**config.mk**
```make
export PLATFORM = sky130hd
export DESIGN_NAME = alu_ctrl_issue
export DESIGN_NICKNAME = d
export VERILOG_FILES = /design/src/rtl/alu_ctrl_issue_pkg.sv /design/src/rtl/alu_ctrl_issue_skid.sv /design/src/rtl/alu_ctrl_issue.sv
export SDC_FILE = /design/constraint.sdc
export NUM_CORES = 1
export LEC_CHECK = 0
export CAP_MARGIN = 20
export CORE_ASPECT_RATIO = 0.8
export CORE_MARGIN = 2
export CORE_UTILIZATION = 39
export CTS_BUF_LIST = sky130_fd_sc_hd__clkbuf_8
export DETAILED_ROUTE_END_ITERATION = 6
export GPL_ROUTABILITY_DRIVEN = 0
export PLACE_DENSITY = 0.64
export SYNTH_ARGS = -nofsm -noshare
export SYNTH_HDL_FRONTEND = slang
export SYNTH_SLANG_ARGS = --single-unit
```
**constraint.sdc**
```tcl
create_clock -name clk -period 1.7 [get_ports clk]
set_clock_uncertainty 0.05 [all_clocks]
set_input_delay 0.425 -clock clk [delete_from_list [all_inputs] [get_ports clk]]
set_output_delay 0.425 -clock clk [all_outputs]
set_load 0.005 [all_outputs]
```
**src/rtl/alu_ctrl_issue_pkg.sv**
```systemverilog
// rtl/alu_ctrl_issue_pkg.sv - ALU op codes, RV32I opcodes and decode record shared by ALU and issue logic
package alu_ctrl_issue_pkg;

  localparam logic [3:0] ALU_ADD  = 4'b0000;
  localparam logic [3:0] ALU_SUB  = 4'b0001;
  localparam logic [3:0] ALU_AND  = 4'b0010;
  localparam logic [3:0] ALU_OR   = 4'b0011;
  localparam logic [3:0] ALU_SLL  = 4'b0100;
  localparam logic [3:0] ALU_SLT  = 4'b0101;
  localparam logic [3:0] ALU_SRL  = 4'b0110;
  localparam logic [3:0] ALU_XOR  = 4'b0111;
  localparam logic [3:0] ALU_SRA  = 4'b1000;
  localparam logic [3:0] ALU_SLTU = 4'b1001;

  localparam logic [6:0] OPC_LOAD   = 7'b0000011;
  localparam logic [6:0] OPC_OP_IMM = 7'b0010011;
  localparam logic [6:0] OPC_AUIPC  = 7'b0010111;
  localparam logic [6:0] OPC_STORE  = 7'b0100011;
  localparam logic [6:0] OPC_OP     = 7'b0110011;
  localparam logic [6:0] OPC_LUI    = 7'b0110111;
  localparam logic [6:0] OPC_BRANCH = 7'b1100011;
  localparam logic [6:0] OPC_JALR   = 7'b1100111;
  localparam logic [6:0] OPC_JAL    = 7'b1101111;

  typedef struct packed {
    logic [3:0] alu_ctrl;
    logic       src_b_imm;
    logic       take_on_zero;
    logic       is_branch;
    logic       illegal;
  } dec_t;

  localparam int DEC_W = $bits(dec_t);

  // Shared funct3 table for OP and OP-IMM; alt selects SUB/SRA
  function automatic logic [3:0] arith_op(input logic [2:0] f3, input logic alt);
    logic [3:0] op;
    case (f3)
      3'b000:  op = alt ? ALU_SUB : ALU_ADD;
      3'b001:  op = ALU_SLL;
      3'b010:  op = ALU_SLT;
      3'b011:  op = ALU_SLTU;
      3'b100:  op = ALU_XOR;
      3'b101:  op = alt ? ALU_SRA : ALU_SRL;
      3'b110:  op = ALU_OR;
      default: op = ALU_AND;
    endcase
    return op;
  endfunction

endpackage

```
**src/rtl/alu_ctrl_issue_skid.sv**
```systemverilog
// rtl/alu_ctrl_issue_skid.sv - generic 2-entry valid/ready register slice (main + skid)
module alu_ctrl_skid #(
  parameter int WIDTH = 8
) (
  input  logic             clk,
  input  logic             reset,
  input  logic             s_tvalid,
  output logic             s_tready,
  input  logic [WIDTH-1:0] s_tdata,
  output logic             m_tvalid,
  input  logic             m_tready,
  output logic [WIDTH-1:0] m_tdata
);

  logic             main_v, skid_v, ready_q;
  logic [WIDTH-1:0] main_d, skid_d;
  logic             push, pop;
  logic             main_v_n, skid_v_n;
  logic             load_main, load_skid, main_from_skid;

  assign push     = s_tvalid && ready_q;
  assign pop      = main_v && m_tready;
  assign s_tready = ready_q;
  assign m_tvalid = main_v;
  assign m_tdata  = main_d;

  always_comb begin
    main_v_n       = main_v;
    skid_v_n       = skid_v;
    load_main      = 1'b0;
    load_skid      = 1'b0;
    main_from_skid = 1'b0;
    if (pop) begin
      // When full, ready_q is low so push cannot coincide with a skid drain
      if (skid_v) begin
        main_from_skid = 1'b1;
        skid_v_n       = 1'b0;
      end else if (push) begin
        load_main = 1'b1;
      end else begin
        main_v_n = 1'b0;
      end
    end else if (push) begin
      if (main_v) begin
        load_skid = 1'b1;
        skid_v_n  = 1'b1;
      end else begin
        load_main = 1'b1;
        main_v_n  = 1'b1;
      end
    end
  end

  always_ff @(posedge clk) begin
    if (reset) begin
      main_v  <= 1'b0;
      skid_v  <= 1'b0;
      ready_q <= 1'b0;
      main_d  <= '0;
      skid_d  <= '0;
    end else begin
      main_v  <= main_v_n;
      skid_v  <= skid_v_n;
      ready_q <= !skid_v_n;
      if (main_from_skid) main_d <= skid_d;
      else if (load_main) main_d <= s_tdata;
      if (load_skid) skid_d <= s_tdata;
    end
  end

endmodule

```
**src/rtl/alu_ctrl_issue.sv**
```systemverilog
// rtl/alu_ctrl_issue.sv - RV32I opcode/funct decode into alu_ctrl, staged through a 2-entry skid buffer
module alu_ctrl_issue
  import alu_ctrl_issue_pkg::*;
#(
  parameter int TAG_W = 4
) (
  input  logic             clk,
  input  logic             reset,
  input  logic             in_valid,
  output logic             in_ready,
  input  logic [6:0]       opcode,
  input  logic [2:0]       funct3,
  input  logic             funct7_5,
  input  logic [TAG_W-1:0] in_tag,
  output logic             out_valid,
  input  logic             out_ready,
  output logic [3:0]       alu_ctrl,
  output logic             src_b_imm,
  output logic             take_on_zero,
  output logic             is_branch,
  output logic             illegal,
  output logic [TAG_W-1:0] out_tag
);

  function automatic dec_t decode(input logic [6:0] op, input logic [2:0] f3, input logic f7);
    dec_t d;
    d = '0;
    case (op)
      OPC_OP: begin
        d.alu_ctrl = arith_op(f3, f7);
        d.illegal  = f7 && (f3 != 3'b000) && (f3 != 3'b101);
      end
      OPC_OP_IMM: begin
        // funct7_5 is immediate payload except for shifts
        d.alu_ctrl  = arith_op(f3, f7 && (f3 == 3'b101));
        d.src_b_imm = 1'b1;
        d.illegal   = f7 && (f3 == 3'b001);
      end
      OPC_LOAD, OPC_STORE, OPC_JALR, OPC_AUIPC, OPC_LUI, OPC_JAL: begin
        d.alu_ctrl  = ALU_ADD;
        d.src_b_imm = 1'b1;
      end
      OPC_BRANCH: begin
        d.is_branch = 1'b1;
        case (f3)
          3'b000:  begin d.alu_ctrl = ALU_SUB;  d.take_on_zero = 1'b1; end
          3'b001:  d.alu_ctrl = ALU_SUB;
          3'b100:  d.alu_ctrl = ALU_SLT;
          3'b101:  begin d.alu_ctrl = ALU_SLT;  d.take_on_zero = 1'b1; end
          3'b110:  d.alu_ctrl = ALU_SLTU;
          3'b111:  begin d.alu_ctrl = ALU_SLTU; d.take_on_zero = 1'b1; end
          default: d.illegal = 1'b1;
        endcase
      end
      default: d.illegal = 1'b1;
    endcase
    if (d.illegal) begin
      d         = '0;
      d.illegal = 1'b1;
    end
    return d;
  endfunction

  logic [DEC_W+TAG_W-1:0] in_data, out_data;
  dec_t                   out_dec;

  assign in_data = {decode(opcode, funct3, funct7_5), in_tag};

  alu_ctrl_skid #(
    .WIDTH(DEC_W + TAG_W)
  ) u_skid (
    .clk      (clk),
    .reset    (reset),
    .s_tvalid (in_valid),
    .s_tready (in_ready),
    .s_tdata  (in_data),
    .m_tvalid (out_valid),
    .m_tready (out_ready),
    .m_tdata  (out_data)
  );

  assign out_dec      = out_data[DEC_W+TAG_W-1:TAG_W];
  assign out_tag      = out_data[TAG_W-1:0];
  assign alu_ctrl     = out_dec.alu_ctrl;
  assign src_b_imm    = out_dec.src_b_imm;
  assign take_on_zero = out_dec.take_on_zero;
  assign is_branch    = out_dec.is_branch;
  assign illegal      = out_dec.illegal;

endmodule
```
==> reports/metrics.cfg, run 1 <==
[yosys]
syn_nets = 200
postSynthAreaPerCell_sq_um = 7.687
ys_ff_latch = 27
synth_cell_types = 35
syn_inst = 181
yosys_warnings = 0
synth-compound-area-share_pct = 27.25
synth_edf_count = 0
synthFlopType = dfxtp_1
synthMuxAreaShare_pct = 0
synth-simple-area-share_pct = 29.95
synth_fa_ha_area_share_pct = 0
synth_commonest_cells = nand2_1 (36), dfxtp_1 (27), a21oi_1 (25)
netlist_area_sq_um = 1391
synth_xor_area_share_pct = 0
synth_top_family_by_area = simple AND/OR/NAND/NOR gates
synth_most_common_cell = nand2_1
ys_async_sr_fraction_pct = 0
synth_top_cell_by_area = dfxtp_1
yosysTopAreaCellShare_pct = 38.85
synthTopCellsByArea = dfxtp_1 (39%), nand2_1 (9.7%), a21oi_1 (9.0%)
synth-seq-area-share_pct = 38.85

[setup_path]
rr_worst_depth = 4
timing.critical_path.required_ns = 1.83
slowest_delay_ns = 0.34
cp_max_fo = 5
path_cells = dlygate4sd2_1 -> nor2b_1 -> o21a_1 -> o211ai_1 -> nand2_1 -> o41ai_2
crit_arrival_ns = 1.78
slowest_stage = o211ai_1
endpoint_kind = flip-flop
startpoint_type = primary input
criticalPathCategory = in -> reg

[sta]
worstMarginPinSlew_ns = 0.3654
period_share_pct = 97.33
fin_crit_ns = 1.655
drv_slew = 0
hold_viol = 0
setup_viol_count_final = 0
relSlewSlack_pct = 75.54
fmax_mhz = 604.4

[drt]
drc = 0
wire_per_inst_um = 13.86
wl_um = 3950
antenna_left = 0
firstDrtPassIters = 4
drt_iter0_markers = 128
via_per_inst = 5.509
num_vias = 1570

[clocking]
clk-insertion-delay-late_ns = 0.27
cts-root-buf = clkbuf_8
cts_tree = built
h-tree-depth = 1
cts_buffers = 3
ctsLongestPathBuffers = 2
ctsHoldBuffers = 0
cts.clk_slew.worst_paths_ns = 0.09
clkSinkCount = 27

[run]
maxCapViolCount = 0

[place]
io_buffer_count = 32
dpl.hpwl_um = 2831
dp_cells = 273

[floorplanning]
rows = 19
die_h_um = 57.42
core_sq_um = 3423
die_area_sq_um = 4064
initial_core_util_pct = 40.64
die_w_um = 70.78
pin_count = 33

[layout]
area_growth_pct = 51.80
post-route-util_pct = 61.70
antenna_cells = 0
num-nets-final = 263
instances_no_fill = 285
drive_above_1_share_pct = 26.34

[global_routing]
grt_pass1_vias = 1415
grt_antenna_before_repair = 0
overflow = 0
grt_max_degree = 17
grt_pass1_wl_um = 6327
track_usage_pct = 19.26

[status]
status = completed

[power]
peakVddDrop_v = 0.0005707
power_density_nw_per_um2 = 579.7
cellLeakagePower_uw = 0.0008601

[worst_hold_path]
hold_path_class = reg -> reg
holdPathStages = 2

==> critical path, delay by kind of cell <==
kind,cells,cell delay [ns]
AO/OA/AOI/OAI,3,0.82
buffers and inverters,1,0.24
AND/OR/NAND/NOR,2,0.29
==> repair_timing <==
action	4_1_cts	5_1_grt
setup buffers	3	5
endpoints found under the setup margin	15	17
pin swaps	12	4
gates resized for setup	27	6
==> cells by family after synthesis <==
logic type,count (synthesis)
buffers and inverters,13
DFF,27
AOI/OAI and AO/OA,56
and+or+nand+nor,85
==> flip-flops by register name (all words and copies together) (netlist names) <==
signal and count:
u_skid.skid_d 12, u_skid.s_tready 1, u_skid.skid_v 1, u_skid.m_tvalid 1
u_skid.m_tdata 12
==> per-layer routing <==
layer | track usage, % | part of all wire, % | up-vias
li1 | - | - | 775
met3 | 4.947 | 4.9 | 4
met1 | 26.25 | 46 | 747
met5 | 0 | 0 | -
met4 | 2.156 | 0.43 | 0
met2 | 32.04 | 48 | 44
==> path summary, 6_finish.rpt <==
check / from / to / slack [ns]
setup reg to reg: u_skid.s_tready$_SDFF_PP0_ / u_skid.m_tdata[4]$_SDFFE_PP0P_ / 0.30
hold / removal: u_skid.skid_d[11]$_SDFFE_PP0P_ / u_skid.skid_d[11]$_SDFFE_PP0P_ / 0.41
setup / recovery: funct3[2] / u_skid.skid_d[10]$_SDFFE_PP0P_ / 0.05
hold reg to reg: u_skid.skid_d[11]$_SDFFE_PP0P_ / u_skid.skid_d[11]$_SDFFE_PP0P_ / 0.41
==> per-stage QoR <==
step	TNS [ns]	hold WS [ns]	power [uW]	worst slack, ns	cell area (sq um)
floorplan	0	0.3821	747.4	0.05639	1391
global placement	-6.842	0.3901	873.9	-0.4395	1947
detailed placement	-7.475	0.3995	878.3	-0.4965	1947
CTS	0	0.4133	1229	0.003755	2057
global route	-0.02300	0.4349	1287	-0.01690	2112
finish	0	0.4087	1224	0.04536	2112
==> power breakdown <==
group / total (uW) / internal (uW) / switching [uW]
clock: 349 / 162 / 187
sequential: 653 / 643 / 9.25
combinational: 223 / 118 / 105
total: 1220 / 923 / 301
==> area by class of cell <==
class                      count  area (sq um)
inverter                       2         7.507
clock buffer                   3         41.29
multi-input combinational    141         847.1
sequential                    27         544.3
timing repair buffer          69         615.6
fill                         291          1311
tap                           42         52.55
clock inverter                 1         3.754
==> placed cells by master, fill, tap and decap left out, drive strengths merged, types with 4 or more instances in the layout <==
master          n
a311oi          5
nand3b          4
buf            38
nand4           5
dfxtp          27
a211oi          4
nand3           6
o21ai           4
a31o            4
clkdlybuf4s50  20
a21oi          25
nor2           17
dlygate4sd2     7
nand2          36
(Power assumes the default switching activity.)
==> run 2, diff against run 1 <==
- CAP_MARGIN: 20 -> default
- CORE_UTILIZATION: 39 -> 46
- PLACE_DENSITY: 0.64 -> default
- PLACE_DENSITY_LB_ADDON: default -> 0.12
==> run 2 against run 1 <==
  * Routed wire length is 21% higher
  * Setup slack hardly changed
  * Sequential cell count stayed put
  * Non-clock buffer count is 5 higher
  * Sequential share of layout area is 0.97 points lower
  * Count of clock-buffer cells in the layout stayed put
  * Sequential power hardly changed
  * Total power is 2.3% higher
  * Clock power is 4% higher
  * Die area is 14% lower
  * Fmax hardly changed
  * Global-route usage is 9.8 points higher
  * Critical endpoint is now alu_ctrl[3]
  * Largest cell class unchanged
==> reports/metrics.cfg, run 2 (same netlist as run 1, synthesis figures left out) <==
[global_routing]
grt_pass1_wl_um = 7562  ; +20%
track_usage_pct = 29.08  ; +9.8 points
grt_antenna_before_repair = 0  ; unchanged
grt_max_degree = 30  ; +13
grt_pass1_vias = 1632  ; +15%
overflow = 0  ; unchanged

[clocking]
ctsLongestPathBuffers = 2  ; unchanged
clkSinkCount = 27  ; unchanged
cts-root-buf = clkbuf_8
cts_tree = built
clk-insertion-delay-late_ns = 0.27  ; about the same
ctsHoldBuffers = 0  ; unchanged
h-tree-depth = 1  ; unchanged
cts_buffers = 3  ; unchanged
cts.clk_slew.worst_paths_ns = 0.09  ; about the same

[layout]
antenna_cells = 0  ; unchanged
area_growth_pct = 58.09
mostFrequentLayoutCells = buf_4 (36), nand2_1 (34), dfxtp_1 (25)
num-nets-final = 268  ; +1.9%
fin_area_sq_um = 2200  ; +4.1%
final_common_cell = buf_4
drive_above_1_share_pct = 31.05  ; +4.7 points

[sta]
fin_crit_ns = 1.654  ; -0.0004743 ns
drv_slew = 0  ; unchanged
relSlewSlack_pct = 75.12  ; -0.41 points
setup_ws_ns = 0.04584  ; +0.0004743 ns
hold_viol = 0  ; unchanged
fmax_mhz = 604.5  ; about the same
worstMarginPinSlew_ns = 0.3715  ; +0.006175 ns
tns_ns = 0  ; unchanged
setup_viol_count_final = 0  ; unchanged
timing.hold.ws_ns = 0.4139  ; +0.005173 ns
period_share_pct = 97.30  ; about the same

[drt]
via_per_inst = 5.832  ; +5.9%
drt_iter0_markers = 103  ; -20%
firstDrtPassIters = 4  ; unchanged
antenna_left = 0  ; unchanged
wire_per_inst_um = 16.67  ; +20%
num_vias = 1668  ; +6.2%
wl_um = 4768  ; +21%
drc = 0  ; unchanged

[setup_path]
cp_num_buf_inv = 1  ; unchanged
startpoint_type = flip-flop
criticalPathCategory = reg -> out
crit_arrival_ns = 1.18  ; -0.60 ns
slowest_stage = clkdlybuf4s50_1
timing.critical_path.required_ns = 1.22  ; -0.61 ns
cp_max_fo = 2  ; -3
slowest_delay_ns = 0.52  ; +0.18 ns
crit_family = buffers and inverters
path_cells = clkdlybuf4s50_1
endpoint_kind = output pin

[worst_hold_path]
hold_path_class = reg -> reg

[floorplanning]
die_w_um = 65.49  ; -7.5%
core_sq_um = 2829  ; -17%
die_area_sq_um = 3483  ; -14%
pin_count = 33  ; unchanged
die_h_um = 53.19  ; -7.4%
initial_core_util_pct = 49.18  ; +8.5 points
rows = 17  ; -2

[power]
power_density_nw_per_um2 = 569.5  ; -1.7%
peakVddDrop_v = 0.0005104  ; -11%
cellLeakagePower_uw = 0.0009137  ; +6.2%

[place]
io_buffer_count = 32  ; unchanged
place_area_sq_um = 1982  ; +1.8%
dpl.hpwl_um = 3143  ; +11%
place_ws_ns = -0.5175  ; -0.02098 ns

[status]
status = completed

[run]
maxCapViolCount = 0  ; unchanged

==> run 2: changes by cell type in the layout (fill, tap and decap cells not counted), moves of 2 or more <==
cell,previous run,this run
buf_12,1,3
buf_4,33,36
clkbuf_2,0,3
nor3_1,2,0
==> run 2: through the flow <==
step                utilization, %  std cells  total power (uW)
finish                       77.75        286              1253
CTS                          76.12        286              1246
detailed placement           70.06        271             885.3
floorplan                        -        181             747.4
global route                 77.75        286              1295
global placement             70.06        271             879.8
==> run 2: final timing paths <==
kind	startpoint	slack (ns)	endpoint	cells after the start
min	u_skid.skid_d[2]$_SDFFE_PP0P_	0.41	u_skid.skid_d[2]$_SDFFE_PP0P_	2
max	u_skid.m_tdata[11]$_SDFFE_PP0P_	0.05	alu_ctrl[3]	1
min reg2reg	u_skid.skid_d[2]$_SDFFE_PP0P_	0.41	u_skid.skid_d[2]$_SDFFE_PP0P_	2
max reg2reg	u_skid.m_tvalid$_SDFFE_PP0P_	0.35	u_skid.skid_d[10]$_SDFFE_PP0P_	4
==> run 2: per-layer routing <==
layer / vias to the layer above / track usage, % / wire, um
met4: 0 / 8.333 / 124
met1: 788 / 36.01 / 1999
li1: 792 / - / -
met3: 12 / 4.681 / 272
met5: - / 0 / 0
met2: 76 / 52.55 / 2371
==> run 2: what timing repair did <==
item                                   4_1_cts  5_1_grt
setup endpoints to repair                   16       18
resized for setup                           22       21
pin swaps                                   13        7
buffers inserted                            11        0
endpoints found under the hold margin        0        0
==> run 2: power by group <==
group          internal (uW)  switching (uW)  leakage (uW)
Combinational            122             112      0.000669
Clock                    164             200     0.0000255
Sequential               644            9.91      0.000219
Total                    931             322      0.000914
==> run 2: area by class of cell <==
| class | instances | area (sq um) |
|---|---|---|
| repair buffers | 74 | 671.9 |
| clock inverters | 1 | 5.005 |
| clock buffers | 3 | 41.29 |
| well taps | 38 | 47.55 |
| flip-flops and latches | 27 | 545.5 |
| fillers | 202 | 629.4 |
| inverters | 2 | 7.507 |
| multi-input cells | 141 | 880.8 |
==> run 3, diff against run 2 <==
- RECOVER_POWER: default -> 100
- clock period: 1.7 -> 1.3 ns (I/O delays scaled with it)
==> run 3 against run 2 <==
  * The run now ends with setup timing left
  * Global-route usage increased by 3.5 points
  * Via count increased by 9.2%
  * Routed wire length increased by 19%
  * Sequential cell count unchanged
  * Non-clock buffer count increased by 8
  * Worst hold slack got worse by 0.0024 ns
  * Total power increased by 37%
  * Critical endpoint is now u_skid.m_tdata[10]$_SDFFE_PP0P_
  * Largest cell class unchanged
==> reports/metrics.cfg, run 3 (same netlist as run 1, synthesis figures left out) <==
[place]
io_buffer_count = 32  ; unchanged
dpl.hpwl_um = 3070  ; -2.3%
place_ws_ns = -0.8517  ; -0.3342 ns

[floorplanning]
pin_count = 33  ; unchanged
core_sq_um = 2829  ; unchanged
die_w_um = 65.49  ; unchanged
die_h_um = 53.19  ; unchanged
die_area_sq_um = 3483  ; unchanged
rows = 17  ; unchanged
initial_core_util_pct = 49.18  ; unchanged

[clocking]
cts_buffers = 3  ; unchanged
clkSinkCount = 27  ; unchanged
cts.clk_slew.worst_paths_ns = 0.09  ; about the same
ctsLongestPathBuffers = 2  ; unchanged
clk-insertion-delay-late_ns = 0.27  ; about the same
cts-root-buf = clkbuf_8
ctsHoldBuffers = 0  ; unchanged
cts_tree = built
h-tree-depth = 1  ; unchanged

[layout]
multi_input_area_sq_um = 1069  ; +21%
area_growth_pct = 75.54
num-nets-final = 276  ; +3.0%
final_common_cell = buf_4
drive_above_1_share_pct = 50.00  ; +19 points
n_fill_cell = 156  ; -23%
mostFrequentLayoutCells = buf_4 (36), nand2_1 (29), a21oi_1 (20)
post-route-util_pct = 86.33  ; +8.6 points
antenna_cells = 0  ; unchanged
seqCellArea_sq_um = 558.0  ; +2.3%

[drt]
via_per_inst = 6.197  ; +6.3%
drt_iter0_markers = 201  ; +95%
wire_per_inst_um = 19.31  ; +16%
wl_um = 5676  ; +19%
num_vias = 1822  ; +9.2%
antenna_left = 0  ; unchanged
firstDrtPassIters = 4  ; unchanged
drc = 0  ; unchanged

[power]
peakVddDrop_v = 0.0005620  ; +10%
net-switching-power_uw = 470.9  ; +46%
pwr-share-seq_pct = 49.6  ; -2.6 points
internal_power_uw = 1250  ; +34%
cellLeakagePower_uw = 0.001050  ; +15%
clockPowerShare_pct = 27.2  ; -1.9 points
power_frac_comb_pct = 23.2  ; +4.5 points
swShare_pct = 27.36  ; +1.6 points
power_density_nw_per_um2 = 704.6  ; +24%
total_power_uw = 1721  ; +37%

[setup_path]
criticalPathCategory = in -> reg
crit_arrival_ns = 1.58  ; +0.40 ns
endpoint_kind = flip-flop
slowest_delay_ns = 0.39  ; -0.13 ns
timing.critical_path.required_ns = 1.44  ; +0.22 ns
r2r_slack_ns = -0.12  ; -0.47 ns
path_cells = buf_6 -> nor2b_4 -> o21a_1 -> o211ai_1 -> nand2_1 -> o32ai_2
startpoint_type = primary input
slowest_stage = o211ai_1
cp_max_fo = 4  ; +2

[sta]
fmax_mhz = 693.1
drv_slew = 0  ; unchanged
setup_ws_ns = -0.1428  ; -0.1886 ns
fin_crit_ns = 1.443
setup_viol_count_final = 23  ; +23
rsz0062_at_grt = true
tns_ns = -1.733  ; -1.733 ns
worstMarginPinSlew_ns = 0.4466  ; +0.07502 ns
hold_viol = 0  ; unchanged
timing.hold.ws_ns = 0.4115  ; -0.002402 ns
relSlewSlack_pct = 70.10  ; -5.0 points
period_share_pct = 111.0

[global_routing]
grt_pass1_vias = 1791  ; +9.7%
grt_antenna_before_repair = 0  ; unchanged
grt_max_degree = 15  ; -50%
track_usage_pct = 32.61  ; +3.5 points
grt_pass1_wl_um = 8528  ; +13%
overflow = 0  ; unchanged

[worst_hold_path]
hold_path_class = reg -> reg

[status]
violations = setup timing
status = complete, but fails checks

[run]
maxCapViolCount = 0  ; unchanged

[run 3: cell count changes in the layout (fill, tap and decap cells not counted), moves of 5 or more]
cell,before,now
dfxtp_1,25,15
buf_2,0,5
dfxtp_2,1,11
buf_6,3,15
dlygate4sd2_1,6,16
nand2_1,34,29
clkdlybuf4s50_1,19,4
[run 3: path summary, 6_finish.rpt]
| path | startpoint | end | depth (start not counted) |
|---|---|---|---|
| hold reg to reg | u_skid.skid_d[0]$_SDFFE_PP0P_ | u_skid.skid_d[0]$_SDFFE_PP0P_ | 2 |
| hold / removal | u_skid.skid_d[0]$_SDFFE_PP0P_ | u_skid.skid_d[0]$_SDFFE_PP0P_ | 2 |
| setup reg to reg | u_skid.m_tvalid$_SDFFE_PP0P_ | u_skid.skid_d[5]$_SDFFE_PP0P_ | 7 |
| setup / recovery | funct3[2] | u_skid.m_tdata[10]$_SDFFE_PP0P_ | 6 |
[run 3: repair_timing]
| action | CTS | global route |
|---|---|---|
| gates resized for setup | 127 | 21 |
| pin swaps | 32 | 18 |
| endpoints found under the setup margin | 38 | 24 |
| buffers inserted | 15 | 2 |
[run 3: power by group through the flow]
| stage | sequential, uW | combinational, uW | clock [uW] |
|---|---|---|---|
| 6_report | 853 | 399 | 469 |
| 3_5_place_dp | 874 | 287 | 0 |
| 4_1_cts | 851 | 352 | 469 |
| 3_3_place_gp | 872 | 279 | 0 |
| 5_1_grt | 854 | 420 | 494 |
| 2_1_floorplan | 873 | 108 | 0 |
[run 3: through the flow]
stage,instances,area [sq um]
after floorplan,181,1405
after global placement,274,1992
after detailed placement,274,1992
after CTS,293,2346
after global routing,294,2442
final,294,2442
[run 3: layout make-up]
| cell class | instances | area share, % |
|---|---|---|
| inverter | 2 | 0.3074 |
| tap | 38 | 1.947 |
| timing repair buffer | 82 | 29.30 |
| clock buffer | 3 | 1.691 |
| multi-input combinational | 141 | 43.75 |
| clock inverter | 1 | 0.1537 |
| sequential | 27 | 22.85 |
[run 3: metal layers]
layer	global-route usage, %	vias to the layer above	routed length, um
li1	-	804	-
met1	38.90	888	2328
met2	59.01	103	2767
met3	6.383	27	377
met4	11.11	0	202
met5	0	-	0
[run 3: critical path: cells and delay by family]
family | cells | cell delay (ns)
AOI/OAI and AO/OA | 3 | 0.84
and+or+nand+nor | 2 | 0.32
buffers and inverters | 1 | 0.10
